$ cat config.mk
export PLATFORM = sky130hd
export DESIGN_NAME = score_bar_sequencer
export DESIGN_NICKNAME = d
export VERILOG_FILES = /design/src/rtl/score_bar_sequencer_pkg.sv /design/src/rtl/score_bar_sequencer_event_counter.sv /design/src/rtl/score_bar_sequencer.sv
export SDC_FILE = /design/constraint.sdc
export NUM_CORES = 1
export LEC_CHECK = 0
export ABC_CLOCK_PERIOD_IN_PS = 9000
export CORE_MARGIN = 1
export CORE_UTILIZATION = 40
export DETAILED_ROUTE_END_ITERATION = 10
export PLACE_DENSITY = 0.66
export RECOVER_POWER = 50
export SYNTH_ARGS = -nofsm -noshare
export SYNTH_HDL_FRONTEND = slang
export SYNTH_SLANG_ARGS = --single-unit
$ cat constraint.sdc
create_clock -name clk -period 9 [get_ports clk]
set_input_delay 1.8 -clock clk [delete_from_list [all_inputs] [get_ports clk]]
set_output_delay 1.8 -clock clk [all_outputs]
set_load 0.005 [all_outputs]
$ cat src/rtl/score_bar_sequencer_pkg.sv
// Shared constants for the score-bar sequencer: FSM encodings and bar geometry.
package score_bar_sequencer_pkg;

  localparam logic [2:0] S_IDLE       = 3'd0;
  localparam logic [2:0] S_PLOT_REQ   = 3'd1;
  localparam logic [2:0] S_CLEAR_REQ  = 3'd2;
  localparam logic [2:0] S_WAIT_BUSY  = 3'd3;
  localparam logic [2:0] S_WAIT_READY = 3'd4;

  localparam int BAR_SEGMENT_PX = 10;
  localparam int BAR_X0         = 10;
  localparam int BAR_Y0         = 44;
  localparam int MAX_SEGMENTS   = 29;

  // Right-hand pixel column of the bar after n segments have been drawn.
  function automatic int seg_x_right(input logic [4:0] n);
    return BAR_X0 + int'(n) * BAR_SEGMENT_PX;
  endfunction

endpackage

$ cat src/rtl/score_bar_sequencer_event_counter.sv
// Saturating score counter and pending-plot counter. The pending counter
// accepts an increment, a restore and a decrement in the same cycle and
// resolves them into one net update; restart overrides everything.
module score_event_counter #(
  parameter int PEND_W  = 4,
  parameter int SCORE_W = 10
) (
  input  logic               clk,
  input  logic               rst_n,
  input  logic               i_score_inc,
  input  logic               i_restart,
  input  logic               i_pend_inc,
  input  logic               i_pend_dec,
  input  logic               i_pend_restore,
  output logic [SCORE_W-1:0] o_score,
  output logic [PEND_W-1:0]  o_pending
);

  localparam logic [PEND_W+1:0] PEND_MAX_X = {2'b00, {PEND_W{1'b1}}};

  logic [SCORE_W-1:0] r_score;
  logic [PEND_W-1:0]  r_pending;
  logic [PEND_W+1:0]  w_pend_sum;
  logic [PEND_W-1:0]  w_pend_next;

  // Net pending update in a wider domain, clamped at zero and at full scale.
  always_comb begin
    w_pend_sum = {2'b00, r_pending} + (PEND_W+2)'(i_pend_inc) + (PEND_W+2)'(i_pend_restore);
    if (i_pend_dec && (w_pend_sum != '0)) w_pend_sum = w_pend_sum - (PEND_W+2)'(1);
    w_pend_next = (w_pend_sum > PEND_MAX_X) ? {PEND_W{1'b1}} : w_pend_sum[PEND_W-1:0];
  end

  // Score and pending registers; restart zeroes both.
  always_ff @(posedge clk or negedge rst_n) begin
    if (!rst_n) begin
      r_score   <= '0;
      r_pending <= '0;
    end else if (i_restart) begin
      r_score   <= '0;
      r_pending <= '0;
    end else begin
      if (i_score_inc && (r_score != {SCORE_W{1'b1}})) r_score <= r_score + SCORE_W'(1);
      r_pending <= w_pend_next;
    end
  end

  assign o_score   = r_score;
  assign o_pending = r_pending;

endmodule

$ cat src/rtl/score_bar_sequencer.sv
// Score-bar sequencer: turns score events into one-cycle plot/clear requests
// for the drawer, using a two-phase ready handshake (wait for ready to drop,
// then to rise) so a request is never issued twice in one ready window.
// A request that the drawer never acknowledges (ready stays high for four
// cycles) is rolled back and reissued from S_IDLE.
module score_bar_sequencer #(
  parameter int MAX_SEGMENTS = score_bar_sequencer_pkg::MAX_SEGMENTS,
  parameter int PEND_W       = 4,
  parameter int SCORE_W      = 10
) (
  input  logic               clk,
  input  logic               resetn,
  input  logic               word_correct,
  input  logic               game_restart,
  input  logic               ready_to_plot_scorebar,
  output logic               enable_plot_scorebar,
  output logic               enable_clear_scorebar,
  output logic [SCORE_W-1:0] score,
  output logic [4:0]         segments,
  output logic [PEND_W-1:0]  pending,
  output logic               bar_full,
  output logic               busy,
  output logic [2:0]         o_dbg_state
);
  import score_bar_sequencer_pkg::*;

  localparam int CW = ((PEND_W > 5) ? PEND_W : 5) + 1;
  localparam logic [PEND_W-1:0] PEND_MAX = {PEND_W{1'b1}};

  logic [2:0]        r_state;
  logic [2:0]        w_next;
  logic              r_en_plot;
  logic              r_en_clear;
  logic              r_clear_flag;
  logic              r_req_plot;
  logic [1:0]        r_wait_cnt;
  logic [4:0]        r_segments;
  logic [PEND_W-1:0] w_pending;
  logic [CW-1:0]     w_committed;
  logic              w_ready;
  logic              w_timeout;
  logic              w_pend_dec;
  logic              w_pend_restore;
  logic              w_clear_issue;
  logic              w_pend_room;
  logic              w_accept;
  logic              w_score_inc;

  assign w_ready        = ready_to_plot_scorebar;
  assign w_timeout      = (r_state == S_WAIT_BUSY) && w_ready && (r_wait_cnt == 2'd3);
  assign w_pend_dec     = (r_state == S_PLOT_REQ);
  assign w_pend_restore = w_timeout && r_req_plot;
  // The reset state S_CLEAR_REQ carries no pulse; only a pulsed visit counts.
  assign w_clear_issue  = (r_state == S_CLEAR_REQ) && r_en_clear;
  assign w_committed    = CW'(r_segments) + CW'(w_pending);
  assign w_pend_room    = w_pend_restore ? (w_pending < (PEND_MAX - PEND_W'(1))) : (w_pending != PEND_MAX);
  assign w_score_inc    = word_correct && !game_restart;
  assign w_accept       = w_score_inc && w_pend_room && (w_committed < CW'(MAX_SEGMENTS));

  score_event_counter #(
    .PEND_W  (PEND_W),
    .SCORE_W (SCORE_W)
  ) u_counter (
    .clk            (clk),
    .rst_n          (resetn),
    .i_score_inc    (w_score_inc),
    .i_restart      (game_restart),
    .i_pend_inc     (w_accept),
    .i_pend_dec     (w_pend_dec),
    .i_pend_restore (w_pend_restore),
    .o_score        (score),
    .o_pending      (w_pending)
  );

  // Next-state decision; a queued clear always wins over a queued plot.
  always_comb begin
    w_next = r_state;
    case (r_state)
      S_IDLE: begin
        if (w_ready && r_clear_flag)            w_next = S_CLEAR_REQ;
        else if (w_ready && (w_pending != '0))  w_next = S_PLOT_REQ;
      end
      S_PLOT_REQ:   w_next = S_WAIT_BUSY;
      S_CLEAR_REQ:  w_next = r_en_clear ? S_WAIT_BUSY : S_IDLE;
      S_WAIT_BUSY: begin
        if (!w_ready)                 w_next = S_WAIT_READY;
        else if (r_wait_cnt == 2'd3)  w_next = S_IDLE;
      end
      S_WAIT_READY: if (w_ready) w_next = S_IDLE;
      default:      w_next = S_IDLE;
    endcase
  end

  // State register and request pulses registered alongside entry to the request states.
  always_ff @(posedge clk or negedge resetn) begin
    if (!resetn) begin
      r_state    <= S_CLEAR_REQ;
      r_en_plot  <= 1'b0;
      r_en_clear <= 1'b0;
    end else begin
      r_state    <= w_next;
      r_en_plot  <= (w_next == S_PLOT_REQ);
      r_en_clear <= (w_next == S_CLEAR_REQ);
    end
  end

  // Handshake bookkeeping: acknowledge timer, request kind and clear flag.
  always_ff @(posedge clk or negedge resetn) begin
    if (!resetn) begin
      r_wait_cnt   <= 2'd0;
      r_req_plot   <= 1'b0;
      r_clear_flag <= 1'b1;
    end else begin
      if ((r_state == S_WAIT_BUSY) && w_ready) r_wait_cnt <= r_wait_cnt + 2'd1;
      else                                     r_wait_cnt <= 2'd0;
      if (r_state == S_PLOT_REQ)       r_req_plot <= 1'b1;
      else if (r_state == S_CLEAR_REQ) r_req_plot <= 1'b0;
      if (game_restart || (w_timeout && !r_req_plot)) r_clear_flag <= 1'b1;
      else if (w_clear_issue)                         r_clear_flag <= 1'b0;
    end
  end

  // Committed segment count: zeroed by an issued clear, rolled back on a lost plot.
  always_ff @(posedge clk or negedge resetn) begin
    if (!resetn) begin
      r_segments <= 5'd0;
    end else if (w_clear_issue) begin
      r_segments <= 5'd0;
    end else if (w_pend_dec) begin
      if (r_segments != 5'(MAX_SEGMENTS)) r_segments <= r_segments + 5'd1;
    end else if (w_pend_restore && (r_segments != 5'd0)) begin
      r_segments <= r_segments - 5'd1;
    end
  end

  assign enable_plot_scorebar  = r_en_plot;
  assign enable_clear_scorebar = r_en_clear;
  assign segments              = r_segments;
  assign pending               = w_pending;
  assign bar_full              = (r_segments == 5'(MAX_SEGMENTS));
  assign busy                  = (r_state != S_IDLE);
  assign o_dbg_state           = r_state;

endmodule

Word-level counts from Yosys, hierarchy flattened --
Cells that the tools add are included.
Word-level totals: register bits 28
Operators by class: $add $sub $neg 8, reduce and logical (&&, ||, !) cells 26, muxes and demuxes 22, eq/ne operators 12, magnitude comparators 3
Operators with widths (number):
- two-way mux 10 bit | 2
- two-way mux 5 bit | 4
- two-way mux 3 bit | 5
- case mux 3 bit (5 select lines) | 1
- logical AND 1 bit | 13
- adder 10 x 1 -> 10 bit (second input constant) | 1
- inequality test 10 bit (second input constant) | 1
- equality test 3 x 2 -> 1 bit (second input constant) | 3
- two-way mux 4 bit | 2
- adder 5 x 4 -> 6 bit | 1
- adder 6 x 1 -> 6 bit | 1
- equality test 3 x 1 -> 1 bit (second input constant) | 2
- > comparator 6 x 4 -> 1 bit (second input constant) | 1
- less-than comparator 6 x 5 -> 1 bit (second input constant) | 1
- two-way mux 6 bit | 1
- nonzero test 2 bit | 3
- nonzero test 3 bit | 2
- nonzero test 6 bit | 1
- subtractor 6 x 1 -> 6 bit (second input constant) | 1
- adder 4 x 1 -> 5 bit | 1
- adder 5 x 1 -> 5 bit (second input constant) | 1
- equality test 5 bit (second input constant) | 1
- two-way mux 1 bit | 5
- inequality test 5 bit (second input constant) | 1
- other kinds (14) | 16

Logic depth before layout (Yosys ltp) --
Gate-level depths: netlist of the first run.
depth in word-level cells 15, mapped depth 19, gate-level depth less buffers 19

By module --
From an unflattened synthesis of the first run, not the netlist that was laid out.
Second synthesis, totals: cell total of the unflattened synthesis 209, area total of the unflattened synthesis 1953.1 um2
By module, submodules not included:
- score_event_counter | cells each 107, times used 1, area an instance 992.2 um2, seq. area each 350.3 um2
- score_bar_sequencer | cells each 102, times used 1, area an instance 960.9 um2, seq. area each 352.8 um2

Worst setup path after synthesis of the first run --
Ideal clock, no wire load.
kind input to register, from in ready_to_plot_scorebar, to reg u_counter.r_pending[1], in the netlist u_counter.o_pending[1], data required time 8.926 ns, stages 14, arrival time 4.323 ns, buffers on the path 0, slack 4.603 ns, path through nand4b_1 -> nor2_1 -> o2111ai_1 -> o211ai_1 -> a31oi_1 -> ha_1 -> ha_1 -> ha_1 -> o21ai_0 -> o21ai_0 -> a21oi_1 -> a41oi_2 -> mux2_4 -> a21oi_2
On the way: longest elaborated chain between the ends 14, elaborated cells on any way between the ends 15
RTL lines:
- start, declared | RTL line score_bar_sequencer.sv:15 | input logic ready_to_plot_scorebar,
- logical AND 1 bit (*) (2 in series) | RTL line score_bar_sequencer.sv:50 | assign w_timeout = (r_state == S_WAIT_BUSY) && w_ready && (r_wait_cnt == 2'd3);
- logical AND 1 bit (*) | RTL line score_bar_sequencer.sv:52 | assign w_pend_restore = w_timeout && r_req_plot;
- two-way mux 1 bit | RTL line score_bar_sequencer.sv:56 | assign w_pend_room = w_pend_restore ? (w_pending < (PEND_MAX - PEND_W'(1))) : (w_pending != PEND_MAX);
- logical AND 1 bit (2 in series) | RTL line score_bar_sequencer.sv:58 | assign w_accept = w_score_inc && w_pend_room && (w_committed < CW'(MAX_SEGMENTS));
- adder 4 x 1 -> 5 bit | RTL line score_bar_sequencer_event_counter.sv:28 | w_pend_sum = {2'b00, r_pending} + (PEND_W+2)'(i_pend_inc) + (PEND_W+2)'(i_pend_restore);
- adder 6 x 1 -> 6 bit (*) | RTL line score_bar_sequencer_event_counter.sv:28
- branches (longest 2 deep; another with subtractor 6 x 1 -> 6 bit)
- two-way mux 6 bit (*) | RTL line score_bar_sequencer_event_counter.sv:29 | if (i_pend_dec && (w_pend_sum != '0)) w_pend_sum = w_pend_sum - (PEND_W+2)'(1);
- > comparator 6 x 4 -> 1 bit | RTL line score_bar_sequencer_event_counter.sv:30 | w_pend_next = (w_pend_sum > PEND_MAX_X) ? {PEND_W{1'b1}} : w_pend_sum[PEND_W-1:0];
- two-way mux 4 bit (*) | RTL line score_bar_sequencer_event_counter.sv:30
- two-way mux 4 bit (*) | RTL line score_bar_sequencer_event_counter.sv:38 | end else if (i_restart) begin
- end signal, assigned | RTL line score_bar_sequencer_event_counter.sv:43 | r_pending <= w_pend_next;
- end, declared | RTL line score_bar_sequencer_event_counter.sv:22 | logic [PEND_W-1:0] r_pending;
Every way passes the cells marked *. A chain may end at the register's enable or synchronous reset.

Final worst setup path of the first run --
Ends and elaborated chain as after synthesis.

==> results of run 1 <==
-- state kept, by name, summed over array words and instances (netlist names) --
register	count
r_wait_cnt	2
u_counter.o_pending	4
r_clear_flag	1
r_req_plot	1
enable_plot_scorebar	1
u_counter.o_score	10
segments	5
o_dbg_state	3
enable_clear_scorebar	1
-- report_power, final --
group	internal, mW	switching (mW)	total, mW
Sequential	0.157	0.0516	0.209
Clock	0.0595	0.0376	0.0971
Combinational	0.173	0.165	0.339
-- stage by stage --
step | cells | utilization (%)
after CTS | 289 | 52.08
after detailed placement | 285 | 50.48
final | 289 | 52.00
after floorplan | 205 | -
after global routing | 289 | 52.00
after global placement | 285 | 50.48
-- kinds of logic (layout without fill, tap and decap cells) --
logic type,Yosys count,count (layout)
mux,2,2
buf+inv,17,49
simple gates,81,81
flops,28,28
compound gates,46,46
xor+xnor,14,14
fa+ha+maj,17,17
-- synth_stat cells, types with 3 or more instances --
cell type / count / area [sq um]
dfrtp_1: 26 / 650.6
nor2_1: 19 / 71.32
ha_1: 15 / 187.7
nand2_1: 15 / 56.30
a21oi_1: 14 / 70.07
o21ai_0: 13 / 65.06
inv_1: 12 / 45.04
nor2b_1: 8 / 50.05
xnor2_1: 7 / 61.31
nand3_1: 6 / 30.03
nor3_1: 5 / 25.02
or3_1: 5 / 31.28
xor2_1: 5 / 43.79
a31oi_1: 3 / 18.77
and3_1: 3 / 18.77
nand4_1: 3 / 18.77
o21a_1: 3 / 22.52
-- cells in the final DEF, fill, tap and decap left out, types with 3 or more instances in the layout --
master           netlist  final
nor2b_1                8      8
a31oi_1                3      3
nand4_1                3      3
ha_1                  15     15
xnor2_1                7      7
nor3_1                 5      5
xor2_1                 5      5
and3_1                 3      3
nor2_1                19     19
o21a_1                 3      3
clkdlybuf4s50_1        0     25
inv_1                 12     12
clkbuf_8               0      3
dfrtp_1               26     26
a21oi_1               14     14
nand3_1                6      6
dlygate4sd3_1          0      5
or3_1                  5      5
nand2_1               15     15
o21ai_0               13     13
-- worst max-delay path, cell delays in order --
cell and delay, ps:
dlygate4sd3_1 590, nand4b_1 210, nor2_1 310, o2111ai_1 140, o211ai_1 120, a31oi_1 70, ha_1 220, ha_1 300
ha_1 250, o21ai_0 150, o21ai_0 100, a21oi_1 320, a41oi_2 230, mux2_4 340, a21oi_2 120
-- layer usage --
metal	share of wire (%)	global-route usage (%)	up-vias
met1	47	22.51	752
met2	48	29.70	27
met3	3.5	2.991	2
met4	0.60	2.000	0
li1	-	-	790
met5	0	0	-
-- layout make-up --
type | instances | area share (%)
tap | 52 | 2.815
inverter | 14 | 2.274
clock inverter | 1 | 1.299
clock buffer | 3 | 1.787
multi-input combinational | 160 | 48.24
timing repair buffer | 31 | 13.16
sequential | 28 | 30.43
-- final timing paths --
| path | startpoint | endpoint | slack, ps | cells past startpoint |
|---|---|---|---|---|
| max | ready_to_plot_scorebar | u_counter.o_pending[1]$_DFF_PN0_ | 3910 | 15 |
| min | r_wait_cnt[0]$_DFF_PN0_ | r_wait_cnt[0]$_DFF_PN0_ | 450 | 1 |
| max reg2reg | u_counter.o_pending[2]$_DFF_PN0_ | u_counter.o_pending[1]$_DFF_PN0_ | 4850 | 16 |
| min reg2reg | r_wait_cnt[0]$_DFF_PN0_ | r_wait_cnt[0]$_DFF_PN0_ | 450 | 1 |
| max in group asynchronous | resetn | u_counter.o_score[0]$_DFFE_PN0P_ | 5730 | 2 |
| min in group asynchronous | resetn | segments[0]$_DFFE_PN0P_ | 2400 | 2 |
==> flow_metrics.py, run 1 <==
metrics = {
    "yosys": {
        "netlist_instances": 205,
        "ys_types": 51,
        "yosysSeqAreaShare_pct": 37.19,
        "synthMuxAreaShare_pct": 1.390,
        "yosys_warnings": 0,
        "synth-compound-area-share_pct": 15.49,
        "netlist_area_sq_um": 1891,
        "synth_xor_area_share_pct": 7.280,
        "ys_ff_latch": 28,
        "postSynth.asyncResetShare_pct": 100.0,
        "synth_adder_area_share_pct": 12.05,
        "syn_avg_cell_area_sq_um": 9.222,
        "synth_edf_count": 0,
        "synth_ff_type": "dfrtp_1",
        "synth_simple_gate_area_share_pct": 22.77,
        "synth.net_count": 227,
        "synth_top_family_by_area": "simple AND/OR/NAND/NOR gates",
    },
    "placed_design": {
        "dp_hpwl_mm": 3.015,
        "io_buffers": 30,
        "placedInstanceArea_sq_um": 2243,
        "pre_cts_ws_ps": 3701,
        "gp_congestion": 0.8000,
    },
    "global_routing": {
        "antenna_found_initial": 0,
        "grt_util_all_layers_pct": 16.91,
        "grt_max_degree": 29,
        "overflow": 0,
        "first_global_vias": 1545,
        "grt_first_pass_wirelength_mm": 6.858,
    },
    "timing": {
        "finalSetupViolCount": 0,
        "worst_hold_slack_ps": 445.2,
        "clock_skew_ps": 5.690,
        "layout_min_cycle_time_ps": 5092,
        "rsz0062_at_grt": "false",
        "fin_setup_tns_ps": 0,
        "drv_slew": 0,
        "tightest_slew_ps": 1478,
        "hold_violations": 0,
        "slew_headroom_pct": 1.467,
        "fin_crit_sh_pct": 56.57,
        "clock.fmax_mhz": 196.4,
        "setup_ws_ps": 3908,
    },
    "cells_and_area": {
        "diodes": 0,
        "fin_area_sq_um": 2311,
        "nets": 260,
        "register_area_sq_um": 703.2,
        "drive_above_1_share_pct": 7.595,
        "multi_input_area_sq_um": 1115,
        "syn2layout_area_growth_pct": 22.24,
        "fillers": 441,
    },
    "clock_tree": {
        "cts_resized": 0,
        "clk_transition_reported_paths_ps": 90,
        "clk_latency_ps": 270,
        "cts_tree": "built",
        "cts_root_buf": "clkbuf_8",
        "post_cts_buffers": 0,
        "cts-htree-levels": 1,
        "cts_buffer_depth": 2,
        "cts.sinks": 28,
        "cts_hold_buf": 0,
        "cts-buffers-inserted": 3,
    },
    "die": {
        "ios": 31,
        "die-area_sq_um": 5006,
        "core.rowCount": 24,
        "coreArea_sq_um": 4444,
        "start_util_pct": 42.54,
        "fp.dieH_um": 70.75,
        "die_w_um": 70.75,
    },
    "critical_path": {
        "cp_max_fo": 5,
        "path_class": "in2reg",
        "worst_setup_path_end_kind": "flip-flop",
        "worstPathRequired_ps": 9200,
        "startpoint_type": "input port",
        "arrival_ps": 5290,
    },
    "power_and_ir_drop": {
        "p_leak_nw": 0.9729,
        "power.total_mw": 0.6449,
        "power.density_nw_per_um2": 279.1,
        "irDropWorstVdd_mv": 0.1659,
    },
    "status": {
        "violations": "DRC",
        "status": "finished with violations",
    },
    "worst_hold_path": {
        "hold_path_class": "reg2reg",
    },
    "route": {
        "routed_via_density": 5.436,
        "routedWlPerCell_um": 13.80,
        "first_pass_iters": 7,
        "drc": 4,
        "postRouteAntennaNets": 0,
        "wl_mm": 3.988,
        "num_vias": 1571,
        "initialDrtViolationCount": 44,
    },
    "run": {
        "drv_cap": 0,
    },
}
Note: power is estimated with default switching activity, not from simulation.
==> run 2: changes to the inputs <==
- ABC_CLOCK_PERIOD_IN_PS: 9000 -> 5200
- clock period: 9 -> 5.2 ns (I/O delays scaled with it)
==> run 2 against run 1 <==
Compared with the run above:
- the flow still finishes with violations (DRC)
- clock skew barely moved
- worst setup slack worse by 3100 ps
- via count increased by 0.38%
- power increased by 75%
- register-to-register slack worse by 3800 ps
- cell area rose by 0.32%
- wire length grew 2.8%
==> flow_metrics.py, run 2 (same netlist as run 1, synthesis figures left out) <==
metrics = {
    "critical_path": {
        "startpoint_type": "input port",
        "critPathBufInv": 1,
        "crit_chain": "dlygate4sd3_1 > nand4b_1 > nor2_1 > o2111ai_1 > o211ai_1 > a31oi_1 > ha_1 > ha_1 > ha_1 > o21ai_0 > o21ai_0 > a21oi_1 > a41oi_2 > mux2_4 > a21oi_2",
        "worstPathRequired_ps": 5410,
        "path_class": "in2reg",
        "cp_max_fo": 5,
        "worst_setup_path_end_kind": "flip-flop",
        "slowest_delay_ps": 600,
        "crit_top_cell": "ha_1",
        "arrival_ps": 4570,
        "critPathSlowestCell": "dlygate4sd3_1",
        "critPathTopFamily": "compound AO/OA/AOI/OAI gates",
    },
    "die": {
        "die_w_um": 70.75,
        "die-area_sq_um": 5006,
        "coreArea_sq_um": 4444,
        "start_util_pct": 42.54,
        "ios": 31,
        "core.rowCount": 24,
        "fp.dieH_um": 70.75,
    },
    "clock_tree": {
        "clk_transition_reported_paths_ps": 100,
        "cts_hold_buf": 0,
        "cts_buffer_depth": 2,
        "cts_resized": 0,
        "clk_latency_ps": 270,
        "cts-buffers-inserted": 3,
        "cts_tree": "built",
        "post_cts_buffers": 0,
        "cts_root_buf": "clkbuf_8",
        "cts.sinks": 28,
        "cts-htree-levels": 1,
    },
    "status": {
        "violations": "DRC",
        "status": "finished with violations",
    },
    "timing": {
        "slew_headroom_pct": 2.446,
        "clock_skew_ps": 5.968,
        "rsz0062_at_grt": "false",
        "layout_min_cycle_time_ps": 4360,
        "tightest_slew_ps": 1463,
        "hold_violations": 0,
        "fin_setup_tns_ps": 0,
        "drv_slew": 0,
        "finalSetupViolCount": 0,
        "fin_crit_sh_pct": 83.85,
        "clock.fmax_mhz": 229.3,
    },
    "power_and_ir_drop": {
        "p_leak_nw": 0.9777,
        "power.density_nw_per_um2": 485.7,
        "irDropWorstVdd_mv": 0.2336,
        "power.total_mw": 1.126,
    },
    "route": {
        "wl_mm": 4.098,
        "drc": 4,
        "initialDrtViolationCount": 90,
        "first_pass_iters": 9,
        "num_vias": 1577,
        "routed_via_density": 5.438,
        "postRouteAntennaNets": 0,
        "routedWlPerCell_um": 14.13,
    },
    "cells_and_area": {
        "fillers": 443,
        "stdcell_count": 290,
        "largest_register_ffs": 10,
        "layout_common_cells": "26 x dfrtp_1, 25 x clkdlybuf4s50_1, 19 x nor2_1, 15 x nand2_1, 15 x ha_1",
        "diodes": 0,
        "register_area_sq_um": 703.2,
        "nets": 261,
        "multi_input_area_sq_um": 1115,
        "drive_above_1_share_pct": 7.983,
        "final_common_cell": "dfrtp_1",
        "syn2layout_area_growth_pct": 22.63,
    },
    "worst_hold_path": {
        "hold_path_class": "reg2reg",
    },
    "global_routing": {
        "first_global_vias": 1493,
        "grt_max_degree": 29,
        "grt_first_pass_wirelength_mm": 7.217,
        "overflow": 0,
        "grt_util_all_layers_pct": 17.94,
        "antenna_found_initial": 0,
    },
    "placed_design": {
        "gp_congestion": 0.7519,
        "dp_cells": 286,
        "dp_hpwl_mm": 3.021,
        "io_buffers": 30,
    },
    "run": {
        "drv_cap": 0,
    },
}
==> run 2: power breakdown <==
group	internal, mW	switching (mW)	total [mW]
clock network	0.103	0.0666	0.170
logic	0.302	0.290	0.592
registers	0.272	0.0922	0.365
total	0.677	0.449	1.13
==> run 2: path summary, 6_finish.rpt <==
check                                                       from                               end  slack (ps)  depth (start not counted)
worst max-delay path                      ready_to_plot_scorebar  u_counter.o_pending[1]$_DFF_PN0_         840                         15
worst min-delay path                     r_wait_cnt[0]$_DFF_PN0_           r_wait_cnt[0]$_DFF_PN0_         450                          1
worst max register to register  u_counter.o_pending[2]$_DFF_PN0_  u_counter.o_pending[1]$_DFF_PN0_        1010                         16
worst min register to register           r_wait_cnt[0]$_DFF_PN0_           r_wait_cnt[0]$_DFF_PN0_         450                          1
max in group asynchronous                                 resetn  u_counter.o_score[2]$_DFFE_PN0P_        2710                          2
min in group asynchronous                                 resetn           segments[2]$_DFFE_PN0P_        1630                          2
==> run 2: layout make-up <==
type | count | share of cell area (%)
Timing Repair Buffer | 32 | 13.44
Clock inverter | 1 | 1.295
Inverter | 14 | 2.267
Sequential cell | 28 | 30.33
Tap cell | 52 | 2.806
Multi-Input combinational cell | 160 | 48.08
Clock buffer | 3 | 1.781
==> run 2: worst reg2reg max path: cells and delay by family, from the launching register on <==
kind | cells | cell delay [ps]
AO/OA/AOI/OAI | 9 | 1700
flip-flops | 1 | 510
adder cells (fa/ha/maj) | 4 | 1130
multiplexers | 2 | 740
buffers and inverters | 1 | 50
==> run 2: routing by layer <==
layer	vias up	track usage, %	wire [um]	part of all wire [%]
met5	-	0	0	0
met4	0	2.667	21	0.51
met3	2	2.707	85	2.1
met2	23	29.27	1886	46
met1	761	25.86	2104	51
li1	791	-	-	-
==> run 2: through the flow <==
stage                     hold slack, ps  setup slack [ps]  cell area (sq um)  utilization [%]
after CTS                          454.2             977.9               2322            52.25
after global placement             422.1             805.5               2251            50.65
after floorplan                    409.9              1437               1891                -
final                              453.1             839.8               2318            52.17
after detailed placement           440.2             685.3               2251            50.65
after global routing               464.7             539.2               2318            52.17
==> run 3: changes to the inputs <==
- ABC_CLOCK_PERIOD_IN_PS: 5200 -> 4000
- PLACE_DENSITY: 0.66 -> 0.68
- clock period: 5.2 -> 4 ns (I/O delays scaled with it)
==> run 3 against run 2 <==
Compared with the run above:
- the run still ends with DRC left
- register-to-register slack got worse by 770 ps
- worst setup slack got worse by 600 ps
- global-route usage fell by 0.86 points
- die area did not move
- via count rose by 2.4%
- largest power group unchanged
- critical path depth rose by 2
- non-clock buffer count rose by 10
- clock power fell by 10%
- wire length fell by 2.3%
- clock skew fell by 2.2 ps
- critical path type is now reg2reg
==> flow_metrics.py, run 3 (same netlist as run 1, synthesis figures left out) <==
metrics = {
    "global_routing": {
        "grt_max_degree": 29,
        "grt_util_all_layers_pct": 17.08,
        "grt_first_pass_wirelength_mm": 6.906,
        "first_global_vias": 1523,
        "antenna_found_initial": 0,
        "overflow": 0,
    },
    "clock_tree": {
        "cts-htree-levels": 1,
        "cts_hold_buf": 0,
        "clk_latency_ps": 270,
        "cts_tree": "built",
        "cts.sinks": 28,
        "clk_transition_reported_paths_ps": 90,
        "cts_buffer_depth": 2,
        "cts_root_buf": "clkbuf_8",
        "cts-buffers-inserted": 3,
    },
    "power_and_ir_drop": {
        "irDropWorstVdd_mv": 0.2305,
        "power.total_mw": 1.450,
        "p_leak_nw": 1.008,
        "power.density_nw_per_um2": 612.9,
    },
    "status": {
        "status": "finished with violations",
        "violations": "DRC",
    },
    "timing": {
        "drv_slew": 0,
        "fin_crit_sh_pct": 94.10,
        "clock_skew_ps": 3.811,
        "fin_setup_tns_ps": 0,
        "setup_ws_ps": 236.0,
        "slew_headroom_pct": 3.066,
        "finalSetupViolCount": 0,
        "hold_violations": 0,
        "rsz0062_at_grt": "true",
        "layout_min_cycle_time_ps": 3764,
        "tightest_slew_ps": 1454,
        "worst_hold_slack_ps": 439.1,
        "clock.fmax_mhz": 265.7,
    },
    "worst_hold_path": {
        "hold_path_class": "reg2reg",
    },
    "route": {
        "initialDrtViolationCount": 91,
        "wl_met2_mm": 1.834,
        "maxUsedRoutingLayer": "met4",
        "wl_mm": 4.003,
        "num_vias": 1615,
        "routedWlPerCell_um": 13.34,
        "routed_via_density": 5.383,
        "drc": 2,
        "first_pass_iters": 8,
        "wl_met3_um": 99,
        "postRouteAntennaNets": 0,
        "wl_met1_mm": 2.036,
    },
    "cells_and_area": {
        "largest_register_ffs": 10,
        "layout_common_cells": "27 x clkdlybuf4s50_1, 26 x dfrtp_1, 19 x nor2_1, 15 x nand2_1",
        "nets": 271,
        "syn2layout_area_growth_pct": 25.15,
        "drive_above_1_share_pct": 11.69,
        "final_common_cell": "clkdlybuf4s50_1",
        "fillers": 415,
        "diodes": 0,
    },
    "critical_path": {
        "cp_max_fo": 6,
        "startpoint_type": "flip-flop",
        "path_class": "reg2reg",
        "slowest_delay_ps": 480,
        "critPathSlowestCell": "dfrtp_1",
        "arrival_ps": 3970,
        "worst_setup_path_end_kind": "flip-flop",
        "worstPathRequired_ps": 4210,
        "crit_chain": "inv_1 > fa_1 > nand2b_1 > nand3_1 > mux2_2 > o21ai_0 > o21a_1 > a31oi_1 > ha_1 > ha_1 > ha_1 > o21ai_0 > o21ai_0 > a21oi_1 > a41oi_2 > mux2_4 > a21oi_2",
    },
    "die": {
        "fp.dieH_um": 70.75,
        "die_w_um": 70.75,
        "start_util_pct": 42.54,
        "ios": 31,
        "coreArea_sq_um": 4444,
        "core.rowCount": 24,
        "die-area_sq_um": 5006,
    },
    "placed_design": {
        "gp_congestion": 0.8322,
        "io_buffers": 30,
        "dp_hpwl_mm": 3.142,
        "pre_cts_ws_ps": 23.03,
    },
    "run": {
        "drv_cap": 0,
    },
}
[run 3: cell types whose count changed in the layout (fill, tap and decap cells not counted), moves of 2 or more]
cell             previous run  this run
buf_4                       1        10
clkbuf_1                    1         3
clkdlybuf4s50_1            25        27
dlygate4sd3_1               5         3
[run 3: critical path, delay by kind of cell, from the launching register on]
kind | cells | cell delay, ps
AND/OR/NAND/NOR | 2 | 280
adder cells (fa/ha/maj) | 4 | 1170
flip-flops | 1 | 480
AO/OA/AOI/OAI | 8 | 1140
multiplexers | 2 | 500
buffers and inverters | 1 | 150
[run 3: final timing paths]
| kind | cells past startpoint | startpoint | endpoint | slack (ps) |
|---|---|---|---|---|
| min in group asynchronous | 2 | resetn | segments[1]$_DFFE_PN0P_ | 1400 |
| hold reg to reg | 1 | r_wait_cnt[0]$_DFF_PN0_ | r_wait_cnt[0]$_DFF_PN0_ | 440 |
| max in group asynchronous | 2 | resetn | o_dbg_state[2]$_DFF_PN0_ | 1750 |
| hold / removal | 1 | r_wait_cnt[0]$_DFF_PN0_ | r_wait_cnt[0]$_DFF_PN0_ | 440 |
| setup / recovery | 17 | segments[1]$_DFFE_PN0P_ | u_counter.o_pending[1]$_DFF_PN0_ | 240 |
| setup reg to reg | 17 | segments[1]$_DFFE_PN0P_ | u_counter.o_pending[1]$_DFF_PN0_ | 240 |
[run 3: power by group]
part,leakage [nW],internal (mW),switching [mW],total (mW)
combinational,0.616,0.434,0.427,0.860
sequential,0.369,0.356,0.0807,0.437
clock,0.0228,0.0713,0.0813,0.153
total,1.01,0.861,0.589,1.45
[run 3: layout make-up]
class                      count  area (sq um)  area share (%)
multi-input combinational    160          1117           47.22
timing repair buffer          42         382.9           16.18
inverter                      14         52.55           2.221
clock buffer                   4         45.04           1.904
tap                           52         65.06           2.750
sequential                    28         703.2           29.72
[run 3: layer usage]
metal / vias up / track usage [%]
li1: 813 / -
met1: 766 / 23.04
met2: 32 / 28.85
met3: 4 / 3.134
met4: 0 / 3.556
met5: - / 0
[run 3: metrics by stage]
step                utilization, %  cells  instance area [sq um]
detailed placement           52.17    295                   2318
global route                 53.24    300                   2366
CTS                          53.18    299                   2364
finish                       53.24    300                   2366
floorplan                        -    205                   1891
global placement             52.17    295                   2318
[run 3: timing repair]
action                                  in CTS  in global routing
endpoints found under the hold margin        0                  0
endpoints found under the setup margin       0                  4
setup buffers                                0                  1
gates resized for setup                      0                  2
